### src/rtl/mc_pkg.sv
// ---------------------------------------------------------------------------
// mc_pkg
// Shared definitions for the master-clock control blocks.
//   mc_state_t : 3-bit state encoding of the clock-enable sequencer
//                (INIT=0, IDLE=1, WAKE=2, RUN=3, DRAIN=4; 5-7 unused).
//   dly_width  : width needed by a down-counter that is loaded with
//                (delay - 1) for the largest of three delays.
// ---------------------------------------------------------------------------
package mc_pkg;

    typedef enum logic [2:0] {
        ST_INIT  = 3'd0,
        ST_IDLE  = 3'd1,
        ST_WAKE  = 3'd2,
        ST_RUN   = 3'd3,
        ST_DRAIN = 3'd4
    } mc_state_t;

    // The counter never holds more than (delay - 1), so clog2(delay) bits
    // suffice; a single-cycle delay still needs one bit to exist.
    function automatic int dly_width(input int a, input int b, input int c);
        int m;
        m = a;
        if (b > m) m = b;
        if (c > m) m = c;
        return (m < 2) ? 1 : $clog2(m);
    endfunction

endpackage

### src/rtl/mc_seq_if.sv
// ---------------------------------------------------------------------------
// mc_seq_if
// Client-side bundle of the master-clock sequencer.
//   req     : level run request per client        (master -> slave)
//   halt    : forced stop                          (master -> slave)
//   clk_en  : enable to the master clock           (slave -> master)
//   ack     : per-client grant                     (slave -> master)
//   state   : sequencer state encoding             (slave -> master)
//   run_cnt : saturating count of enabled cycles   (slave -> master)
//   busy    : sequencer not in IDLE                (slave -> master)
// ---------------------------------------------------------------------------
interface mc_seq_if #(
    parameter int N_REQ = 4,
    parameter int CNT_W = 16
);
    logic [N_REQ-1:0] req;
    logic             halt;
    logic             clk_en;
    logic [N_REQ-1:0] ack;
    logic [2:0]       state;
    logic [CNT_W-1:0] run_cnt;
    logic             busy;

    modport master (
        output req, halt,
        input  clk_en, ack, state, run_cnt, busy
    );

    modport slave (
        input  req, halt,
        output clk_en, ack, state, run_cnt, busy
    );
endinterface

### src/rtl/mc_dly_cnt.sv
// ---------------------------------------------------------------------------
// mc_dly_cnt
// Loadable down-counter shared by the sequencer's timed states.
//   clk      : clock
//   rst      : synchronous active-high reset, loads RST_VAL
//   load     : load load_val (takes effect on this edge)
//   load_val : value to load, normally (delay - 1)
//   clr      : force the count to zero (wins over load)
//   done     : count is zero; the running delay has expired
// The count stops at zero, so done stays high until the next load.
// ---------------------------------------------------------------------------
module mc_dly_cnt #(
    parameter int           W       = 3,
    parameter logic [W-1:0] RST_VAL = '0
) (
    input  logic         clk,
    input  logic         rst,
    input  logic         load,
    input  logic [W-1:0] load_val,
    input  logic         clr,
    output logic         done
);
    logic [W-1:0] cnt;

    // NOTE: sequential state is written with <= so every flop samples the
    // pre-edge values; blocking assignments here would create order races.
    always_ff @(posedge clk) begin
        if (rst) begin
            cnt <= RST_VAL;
        end else if (clr) begin
            cnt <= '0;
        end else if (load) begin
            cnt <= load_val;
        end else if (cnt != '0) begin
            cnt <= cnt - 1'b1;
        end
    end

    assign done = (cnt == '0);
endmodule

### src/rtl/mc_seq.sv
// ---------------------------------------------------------------------------
// mc_seq
// Clock-enable sequencer for the master clock. Collects run requests from
// N_REQ clients and drives clk_en with a post-reset hold-off, a wake delay
// and an off-drain delay; grants ack to requesting clients while running.
//   clk : always-on clock, all logic on its rising edge
//   rst : synchronous active-high reset
//   bus : mc_seq_if slave port (req/halt in; clk_en/ack/state/run_cnt/busy
//         out). The interface instance must use the same N_REQ and CNT_W.
// ---------------------------------------------------------------------------
module mc_seq
    import mc_pkg::*;
#(
    parameter int N_REQ       = 4,
    parameter int STARTUP_CYC = 8,
    parameter int ON_DELAY    = 2,
    parameter int OFF_DELAY   = 4,
    parameter int CNT_W       = 16
) (
    input  logic     clk,
    input  logic     rst,
    mc_seq_if.slave  bus
);
    localparam int DLY_W = dly_width(STARTUP_CYC, ON_DELAY, OFF_DELAY);

    // Each timed state is entered with (delay - 1) loaded, so the exit
    // decision falls exactly delay edges after the entering edge.
    localparam logic [DLY_W-1:0] INIT_LD  = DLY_W'(STARTUP_CYC - 1);
    localparam logic [DLY_W-1:0] WAKE_LD  = DLY_W'(ON_DELAY - 1);
    localparam logic [DLY_W-1:0] DRAIN_LD = DLY_W'(OFF_DELAY - 1);

    mc_state_t        state;
    logic             clk_en_q;
    logic [N_REQ-1:0] ack_q;
    logic [CNT_W-1:0] run_cnt_q;

    logic             any_req;
    logic             abort;
    logic             dly_load;
    logic             dly_clr;
    logic [DLY_W-1:0] dly_val;
    logic             dly_done;

    assign any_req = |bus.req;

    // halt only acts once the clock has been asked for; INIT and IDLE
    // simply ignore it (IDLE by refusing to wake).
    assign abort = bus.halt && (state inside {ST_WAKE, ST_RUN, ST_DRAIN});

    // Delay-counter control: load on entry to WAKE/DRAIN (INIT is entered
    // only through reset, which loads the counter itself), clear on abort
    // and when a request pulls DRAIN back to RUN.
    // NOTE: every output of this block gets a default first so no path
    // leaves a signal unassigned, which would infer a latch.
    always_comb begin
        dly_load = 1'b0;
        dly_clr  = 1'b0;
        dly_val  = WAKE_LD;
        if (abort) begin
            dly_clr = 1'b1;
        end else begin
            case (state)
                ST_IDLE: begin
                    if (any_req && !bus.halt) begin
                        dly_load = 1'b1;
                        dly_val  = WAKE_LD;
                    end
                end
                ST_RUN: begin
                    if (!any_req) begin
                        dly_load = 1'b1;
                        dly_val  = DRAIN_LD;
                    end
                end
                ST_DRAIN: begin
                    if (any_req) dly_clr = 1'b1;
                end
                default: ;
            endcase
        end
    end

    mc_dly_cnt #(
        .W       (DLY_W),
        .RST_VAL (INIT_LD)
    ) u_dly (
        .clk      (clk),
        .rst      (rst),
        .load     (dly_load),
        .load_val (dly_val),
        .clr      (dly_clr),
        .done     (dly_done)
    );

    // FSM with registered clk_en/ack. Priority: rst, halt, delay expiry,
    // request change -- except in DRAIN, where a returning request beats
    // the expiry so clk_en never drops.
    always_ff @(posedge clk) begin
        if (rst) begin
            state    <= ST_INIT;
            clk_en_q <= 1'b0;
            ack_q    <= '0;
        end else if (abort) begin
            state    <= ST_IDLE;
            clk_en_q <= 1'b0;
            ack_q    <= '0;
        end else begin
            case (state)
                ST_INIT: begin
                    clk_en_q <= 1'b0;
                    ack_q    <= '0;
                    if (dly_done) state <= ST_IDLE;
                end
                ST_IDLE: begin
                    clk_en_q <= 1'b0;
                    ack_q    <= '0;
                    if (any_req && !bus.halt) state <= ST_WAKE;
                end
                ST_WAKE: begin
                    // Completes to RUN even if every request has dropped;
                    // RUN then drains on the next edge.
                    if (dly_done) begin
                        state    <= ST_RUN;
                        clk_en_q <= 1'b1;
                        ack_q    <= bus.req;
                    end
                end
                ST_RUN: begin
                    if (!any_req) begin
                        state <= ST_DRAIN;
                        ack_q <= '0;
                    end else begin
                        ack_q <= bus.req;
                    end
                end
                ST_DRAIN: begin
                    if (any_req) begin
                        state <= ST_RUN;
                        ack_q <= bus.req;
                    end else if (dly_done) begin
                        state    <= ST_IDLE;
                        clk_en_q <= 1'b0;
                    end
                end
                default: begin
                    state    <= ST_IDLE;
                    clk_en_q <= 1'b0;
                    ack_q    <= '0;
                end
            endcase
        end
    end

    // Counts edges on which the enable was high; holds at all-ones.
    always_ff @(posedge clk) begin
        if (rst) begin
            run_cnt_q <= '0;
        end else if (clk_en_q && (run_cnt_q != '1)) begin
            run_cnt_q <= run_cnt_q + 1'b1;
        end
    end

    assign bus.clk_en  = clk_en_q;
    assign bus.ack     = ack_q;
    assign bus.state   = state;
    assign bus.run_cnt = run_cnt_q;
    assign bus.busy    = (state != ST_IDLE);
endmodule

### src/flat_wrapper.sv
// flat-port wrapper written by rule: the top's interface ports become plain ports
module mc_seq_flat import mc_pkg::*;
#(
    parameter int N_REQ       = 4,
    parameter int STARTUP_CYC = 8,
    parameter int ON_DELAY    = 2,
    parameter int OFF_DELAY   = 4,
    parameter int CNT_W       = 16
)
  (clk, rst, bus_req, bus_halt, bus_clk_en, bus_ack, bus_state, bus_run_cnt, bus_busy);
  mc_seq_if #(.N_REQ(N_REQ), .CNT_W(CNT_W)) bus_i ();
  input  logic clk;
  input  logic rst;
  input wire logic [$bits(bus_i.req)-1:0] bus_req;
  input wire logic [$bits(bus_i.halt)-1:0] bus_halt;
  output wire logic [$bits(bus_i.clk_en)-1:0] bus_clk_en;
  output wire logic [$bits(bus_i.ack)-1:0] bus_ack;
  output wire logic [$bits(bus_i.state)-1:0] bus_state;
  output wire logic [$bits(bus_i.run_cnt)-1:0] bus_run_cnt;
  output wire logic [$bits(bus_i.busy)-1:0] bus_busy;
  assign bus_i.req = bus_req;
  assign bus_i.halt = bus_halt;
  assign bus_clk_en = bus_i.clk_en;
  assign bus_ack = bus_i.ack;
  assign bus_state = bus_i.state;
  assign bus_run_cnt = bus_i.run_cnt;
  assign bus_busy = bus_i.busy;
  mc_seq #(.N_REQ(N_REQ), .STARTUP_CYC(STARTUP_CYC), .ON_DELAY(ON_DELAY), .OFF_DELAY(OFF_DELAY), .CNT_W(CNT_W)) u_core (.clk(clk), .rst(rst), .bus(bus_i));
endmodule
### config.mk
export PLATFORM = sky130hd
export DESIGN_NAME = mc_seq_flat
export DESIGN_NICKNAME = d
export VERILOG_FILES = /design/src/rtl/mc_pkg.sv /design/src/rtl/mc_seq_if.sv /design/src/rtl/mc_dly_cnt.sv /design/src/rtl/mc_seq.sv /design/src/flat_wrapper.sv
export SDC_FILE = /design/constraint.sdc
export NUM_CORES = 1
export LEC_CHECK = 0
export BUFFER_PORTS_ARGS = -buffer_cell sky130_fd_sc_hd__buf_4
export CAP_MARGIN = 5
export CORE_MARGIN = 2
export CORE_UTILIZATION = 32
export DETAILED_ROUTE_END_ITERATION = 12
export HOLD_SLACK_MARGIN = 0.15
export SYNTH_ARGS = -nofsm -noshare
export SYNTH_HDL_FRONTEND = slang
export SYNTH_SLANG_ARGS = --single-unit
### constraint.sdc
create_clock -name clk -period 3.42 [get_ports clk]
set_clock_uncertainty 0.2 [all_clocks]
set_input_delay 0.684 -clock clk [delete_from_list [all_inputs] [get_ports clk]]
set_output_delay 0.684 -clock clk [all_outputs]
set_load 0.1 [all_outputs]
* After elaboration in Yosys (flattened, before gate mapping) *
Index checks and enable logic that the tools add are counted.

operators by class
  add/sub/neg operators = 2
  equality and inequality tests = 15
  multiplexer cells = 28
  bitwise operators = 1
  reductions and logical operators = 15

operators with widths
  cell                   number
  $mux 3                 10
  $add 16x1->16 const B  1
  $ne 16x16->1 const B   1
  $pmux 3 s5             1
  $mux 4                 3
  $pmux 4 s3             1
  $mux 1                 10
  $ne 3x1->1 const B     3
  $reduce_bool 3->1      3
  $ne 2x1->1 const B     4
  $eq 3x2->1 const B     2
  $logic_not 3->1        2
  $reduce_and 3->1       2
  $ne 2x2->1 const B     2
  $reduce_and 4->1       1
  $reduce_or 4->1        1
  $eq 3x1->1 const B     1
  $eq 3x3->1 const B     1
  $logic_and 1x1->1      3
  $ne 3x3->1 const B     1
  $pmux 1 s3             1
  $sub 3x1->3 const B    1
  $mux 2                 1
  $pmux 1 s2             1
  4 further kinds        4

storage, ports and cells
  flip-flop bits (word level) = 27
  word-level logic and storage cells = 67

* Depth between registers and ports, before layout *
Gate-level depths: netlist of the first run.

  word-level depth = 7
  mapped depth = 7

* Modules after synthesis *
Synthesis of the first run repeated with hierarchy kept, for this count alone.

unflattened totals
  cell total of the unflattened synthesis = 175
  area, all modules = 1510.2 um^2

by module, submodules not included
  module      instances  cells an instance  area each (um^2)  seq. area each (um^2)
  mc_seq      1          155                1320.0            480.5
  mc_dly_cnt  1          20                 190.2             60.1

* Least setup slack after synthesis of the first run *
Ideal clock, no wire load.

  path kind = flip-flop to output port
  from = register u_core.state[1] (netlist: u_core.bus.state[1])
  to = output port bus_busy
  arrival time = 2.050 ns
  data required time = 2.536 ns
  setup slack = 0.486 ns
  cell stages (with the launch flop) = 4
  path through = dfxtp_1 > clkbuf_1 > inv_1 > nand2_1

on the way
  longest elaborated chain between the ends = 1

ends and longest elaborated chain
  what                    RTL line            RTL
  start, declared         mc_seq.sv:32        mc_state_t state;
  start signal, assigned  mc_seq.sv:100       state <= ST_INIT;
  start signal, assigned  mc_seq.sv:104       state <= ST_IDLE;
  start signal, assigned  mc_seq.sv:112       if (dly_done) state <= ST_IDLE;
  $ne 3x1->1              mc_seq.sv:167       assign bus.busy = (state != ST_IDLE);
  end, declared           flat_wrapper.sv:20  output wire logic [$bits(bus_i.busy)-1:0] bus_busy;

Every way passes these cells.

* Final worst setup path of the first run *
  from = register u_core.state[0] (netlist: u_core.bus.state[0])
  to = output port bus_busy

Same word-level chain as after synthesis.

==> results of run 1 <==
## metal layers
metal / vias to the layer above / GRT usage, % / wire, um
li1: 783 / - / -
met1: 712 / 22.4 / 1940
met2: 30 / 23.6 / 1810
met3: 6 / 2.44 / 125
met4: 0 / 6.26 / 70
met5: - / 0 / 0
## sequential cells by signal, summed over array words and instances, names as in the netlist
register,cells
u_core.bus.run_cnt,16
u_core.bus.ack,4
u_core.bus.state,3
u_core.u_dly.cnt,3
u_core.bus.clk_en,1
## Yosys cell counts, types with 2 or more instances
cell type and number:
dfxtp_1 27, a21oi_1 21, nand3_1 12, nor2_1 11
clkbuf_1 8, inv_1 8, nand2_1 8, nor2b_1 8
nor3_1 7, nand4_1 6, o31ai_1 6, mux2_2 5
o21ai_0 5, nand2b_1 4, o211ai_1 4, or4_1 4
a211oi_1 3, and3_1 3, ha_1 3, mux2i_1 3
nor4_1 3, a221oi_1 2, a41o_1 2, and2_1 2
and4_1 2, o21a_1 2, o22ai_1 2, o311ai_0 2
o41ai_1 2, or3_1 2, xnor2_1 2
## final timing paths
| kind | cells after the start | slack [ns] | to |
|---|---|---|---|
| worst max register to register | 5 | 1.13 | u_core.bus.run_cnt[0] |
| worst min register to register | 2 | 0.27 | u_core.bus.ack[1] |
| worst min-delay path | 2 | 0.27 | u_core.bus.ack[1] |
| worst max-delay path | 3 | 0.95 | bus_busy |
## cells by family (layout without fill, tap and decap cells)
logic type	count (synthesis)	in the layout	share of synthesized area, %
AO/OA/AOI/OAI	56	56	23.7
XOR/XNOR	2	2	1.12
adder cells (fa/ha/maj)	3	3	2.40
buffers and inverters	17	44	4.56
flip-flops	27	27	34.5
multiplexers	9	9	6.47
AND/OR/NAND/NOR	76	76	27.3
## layout make-up
type                       instances  area [um^2]  share of cell area (%)
multi-input combinational        146          953                    50.4
timing repair buffer              32          240                    12.7
inverter                           8         30.0                    1.59
sequential                        27          541                    28.6
clock buffer                       4         45.0                    2.38
tap                               67         83.8                    4.43
## power by group
| part | total (mW) | switching [mW] | internal (mW) | leakage, nW |
|---|---|---|---|---|
| Clock | 0.190 | 0.106 | 0.0837 | 0.0228 |
| Combinational | 0.0477 | 0.0284 | 0.0193 | 0.470 |
| Sequential | 0.322 | 0.00329 | 0.318 | 0.218 |
## cell usage in the layout (no fill, tap or decap), types with 3 or more instances in the layout
master / n
nor2b_1: 8
a21oi_1: 21
a211oi_1: 3
ha_1: 3
or4_1: 4
nor4_1: 3
and3_1: 3
o211ai_1: 4
nand2b_1: 4
mux2_2: 5
buf_4: 32
nor3_1: 7
mux2i_1: 3
nand2_1: 8
o21ai_0: 5
nand3_1: 12
clkbuf_8: 3
inv_1: 8
o31ai_1: 6
nand4_1: 6
dfxtp_1: 27
nor2_1: 11
## metrics by stage
step / hold slack (ns) / cell area [um^2] / util (%) / power [mW]
after floorplan: 0.246 / 1570 / - / 0.362
after global placement: 0.260 / 1850 / 39.1 / 0.376
after detailed placement: 0.261 / 1850 / 39.1 / 0.377
after CTS: 0.276 / 1890 / 40.1 / 0.564
after global routing: 0.312 / 1890 / 40.1 / 0.585
final: 0.273 / 1890 / 40.1 / 0.559
## critical path, stage by stage, from the launching register on
cell,delay (ns)
dfxtp_1,0.60
nor2b_1,0.37
nand2_1,0.10
buf_4,0.24
==> impl_metrics.py, run 1 <==
metrics = {
    "power": {
        "ir_worst_vdd_mv": 0.173,
        "p_leak_nw": 0.711,
        "power_density_nw_per_um2": 295,
    },
    "sta": {
        "period_needed_ns": 2.47,
        "finalHoldViolations": 0,
        "setup_tns_ns": 0,
        "final_max_slew_viol_count": 0,
        "max_clock_freq_ghz": 0.405,
        "setup_ws_ns": 0.948,
        "tightest_slew_ns": 0.763,
        "min_period_over_period_pct": 72.3,
        "setup_viol": 0,
        "rsz0062_at_grt": "false",
        "slew_headroom_pct": 48.6,
    },
    "placed_design": {
        "pre_cts_slack_ns": 0.954,
        "dp.cells": 280,
        "post-dp-hpwl_um": 2760,
        "gp_congestion": 0.812,
        "port_buffers": 31,
    },
    "layout": {
        "fin_cells": 284,
        "antennaDiodeCount": 0,
        "fillCellCount": 479,
        "nets": 228,
        "drive_gt1_share_pct": 20.3,
        "syn_to_final_growth_pct": 20.9,
    },
    "yosys": {
        "synth.top_cells.by_area": "dfxtp_1 35%, a21oi_1 6.7%, nand3_1 3.8%",
        "synth_nets": 200,
        "yosysTopAreaCellShare_pct": 34.5,
        "synth_area_per_cell_um2": 8.24,
        "async_flop_share_pct": 0,
        "synth-edff-count": 0,
        "syn_area_um2": 1570,
        "ys.flop_type": "dfxtp_1",
        "synth_area_leader_cell": "dfxtp_1",
        "synth_seq_cells": 27,
        "synth_cells": 190,
        "ys_seq_area_share_pct": 34.5,
        "ys_warn_count": 0,
        "synth_cell_types": 42,
    },
    "worst_hold_path": {
        "hp-class": "flop to flop",
        "hp-start": "u_core.bus.ack[1]",
    },
    "floorplan": {
        "die_h_um": 73.9,
        "die-area_um2": 5470,
        "core_um2": 4720,
        "placementRows": 25,
        "ios": 32,
        "start_util_pct": 33.1,
        "chipWidth_um": 73.9,
    },
    "clock_tree": {
        "cts.path.max_buffers": 2,
        "holdBufCountCts": 0,
        "clockRootBuffer": "clkbuf_8",
        "cts_max_level": 1,
        "clk_latency_ns": 0.28,
        "post-cts-setup-buffers": 0,
        "ctsResizeCount": 0,
        "cts_buffers": 3,
        "cts_tree": "yes",
        "cts.sink_count": 27,
        "clk_pin_slew_worst_paths_ns": 0.09,
    },
    "drt": {
        "drcViolationCount": 0,
        "via_per_inst": 5.39,
        "route.vias.total": 1531,
        "first_pass_iters": 4,
        "wl_um": 3940,
        "drt_iter0_markers": 111,
        "wire_per_inst_um": 13.9,
        "ant_nets": 0,
    },
    "global_route": {
        "antenna_found_initial": 0,
        "grt.total_usage_pct": 15.7,
        "grt_pass1_vias": 1453,
        "grt_pass1_wl_um": 6800,
        "grt_max_degree": 31,
        "grt_overflow": 0,
    },
    "setup_path": {
        "required_ns": 2.54,
        "r2r_start": "u_core.bus.run_cnt[0]",
        "worst-setup-path-type": "flop to output port",
        "arrival_ns": 1.59,
        "worstPathMaxFanout": 15,
        "end_kind": "output port",
        "start_kind": "flop",
        "crit_start": "u_core.bus.state[0]",
    },
    "run_status": {
        "outcome": "complete, no violations",
    },
    "flow_run": {
        "cap_viol_max_count": 0,
    },
}
Power figures use the tool's default switching activity.
==> inputs of run 2 (changes only) <==
clock period = 2.4 ns   (was 3.42 ns; I/O delays follow)
==> run 2 against run 1 <==
Against the previous run: cell count up 1.1%; clock-buffer cell count down 1; clock power up 37%; setup slack worse by 0.69 ns; combinational power up 46%; critical endpoint unchanged.
==> impl_metrics.py, run 2 (same netlist as run 1, synthesis figures left out) <==
metrics = {
    "sta": {
        "slew_headroom_pct": 54.5,
        "finalHoldViolations": 0,
        "period_needed_ns": 2.14,
        "rsz0062_at_grt": "false",
        "setup_viol": 0,
        "setup_tns_ns": 0,
        "tightest_slew_ns": 0.676,
        "setup_ws_ns": 0.259,
        "max_clock_freq_ghz": 0.467,
        "hold_slack_ns": 0.234,
        "final_max_slew_viol_count": 0,
        "min_period_over_period_pct": 89.2,
    },
    "clock_tree": {
        "clockRootBuffer": "clkbuf_8",
        "cts.sink_count": 27,
        "cts_buffers": 3,
        "ctsResizeCount": 0,
        "clk_latency_ns": 0.27,
        "cts_max_level": 1,
        "cts.path.max_buffers": 2,
        "clk_pin_slew_worst_paths_ns": 0.10,
        "cts_tree": "yes",
        "post-cts-setup-buffers": 0,
        "holdBufCountCts": 0,
    },
    "setup_path": {
        "worst-setup-path-type": "flop to output port",
        "end_kind": "output port",
        "required_ns": 1.72,
        "start_kind": "flop",
        "arrival_ns": 1.46,
        "worstPathMaxFanout": 15,
    },
    "drt": {
        "drcViolationCount": 0,
        "drt_iter0_markers": 74,
        "wl_um": 3780,
        "wire_per_inst_um": 13.2,
        "first_pass_iters": 4,
        "route.vias.total": 1538,
        "ant_nets": 0,
        "via_per_inst": 5.36,
    },
    "placed_design": {
        "post-dp-hpwl_um": 2780,
        "port_buffers": 31,
        "gp_congestion": 0.870,
        "pre_cts_slack_ns": 0.190,
        "dp.cells": 283,
    },
    "global_route": {
        "grt_overflow": 0,
        "grt.total_usage_pct": 14.4,
        "grt_pass1_vias": 1336,
        "antenna_found_initial": 0,
        "grt_max_degree": 31,
        "grt_pass1_wl_um": 6280,
    },
    "layout": {
        "nets": 231,
        "largest_reg_flops": 16,
        "fin_cells": 287,
        "final_cell_mix": "35 x buf_4, 21 x a21oi_1, 15 x dfxtp_2, 12 x nand3_1, 12 x dfxtp_1",
        "layout_commonest_cell": "buf_4",
        "fillCellCount": 482,
        "drive_gt1_share_pct": 28.6,
        "antennaDiodeCount": 0,
        "syn_to_final_growth_pct": 23.7,
    },
    "power": {
        "total_power_mw": 0.788,
        "p_leak_nw": 0.737,
        "ir_worst_vdd_mv": 0.272,
        "power_density_nw_per_um2": 407,
    },
    "floorplan": {
        "ios": 32,
        "die_h_um": 73.9,
        "start_util_pct": 33.1,
        "placementRows": 25,
        "core_um2": 4720,
        "die-area_um2": 5470,
        "chipWidth_um": 73.9,
    },
    "worst_hold_path": {
        "hp-class": "primary input to flop",
    },
    "flow_run": {
        "cap_viol_max_count": 0,
    },
    "run_status": {
        "outcome": "complete, no violations",
    },
}
[run 2: where the power goes]
part	internal [mW]	total, mW	switching (mW)	leakage, nW
logic	0.0278	0.0695	0.0417	0.486
registers	0.453	0.458	0.00429	0.226
clock network	0.116	0.261	0.145	0.0255
[run 2: path summary, 6_finish.rpt]
check	slack, ns	from	depth (start not counted)	endpoint
worst min-delay path	0.23	bus_halt	2	u_core.bus.state[1]
worst max-delay path	0.26	u_core.bus.state[0]	3	bus_busy
worst min register to register	0.27	u_core.bus.ack[1]	2	u_core.bus.ack[1]
worst max register to register	0.34	u_core.u_dly.cnt[0]	6	u_core.u_dly.cnt[1]
[run 2: routing by layer]
layer / vias to the layer above / track usage [%] / wire, um
met2: 36 / 21.6 / 1620
li1: 793 / - / -
met1: 707 / 21.2 / 1950
met4: 0 / 3.03 / 34
met3: 2 / 3.25 / 186
met5: - / 0 / 0
[run 2: layout make-up]
| type | count | area [um^2] | area share, % |
|---|---|---|---|
| sequential | 27 | 559 | 28.9 |
| inverter | 8 | 30.0 | 1.55 |
| clock inverter | 1 | 5.00 | 0.259 |
| timing repair buffer | 35 | 263 | 13.6 |
| multi-input combinational | 146 | 953 | 49.3 |
| tap | 67 | 83.8 | 4.33 |
| clock buffer | 3 | 41.3 | 2.13 |
[run 2: critical path: stages (launching register included)]
cell	delay, ns
dfxtp_2	0.49
nor2b_1	0.37
nand2_1	0.10
buf_4	0.24
[run 2: metrics by stage]
| stage | utilization, % | instance area [um^2] |
|---|---|---|
| 3_5_place_dp | 40.0 | 1890 |
| 3_3_place_gp | 40.0 | 1890 |
| 4_1_cts | 41.0 | 1940 |
| 5_1_grt | 41.0 | 1940 |
| 2_1_floorplan | - | 1580 |
| 6_report | 41.0 | 1940 |
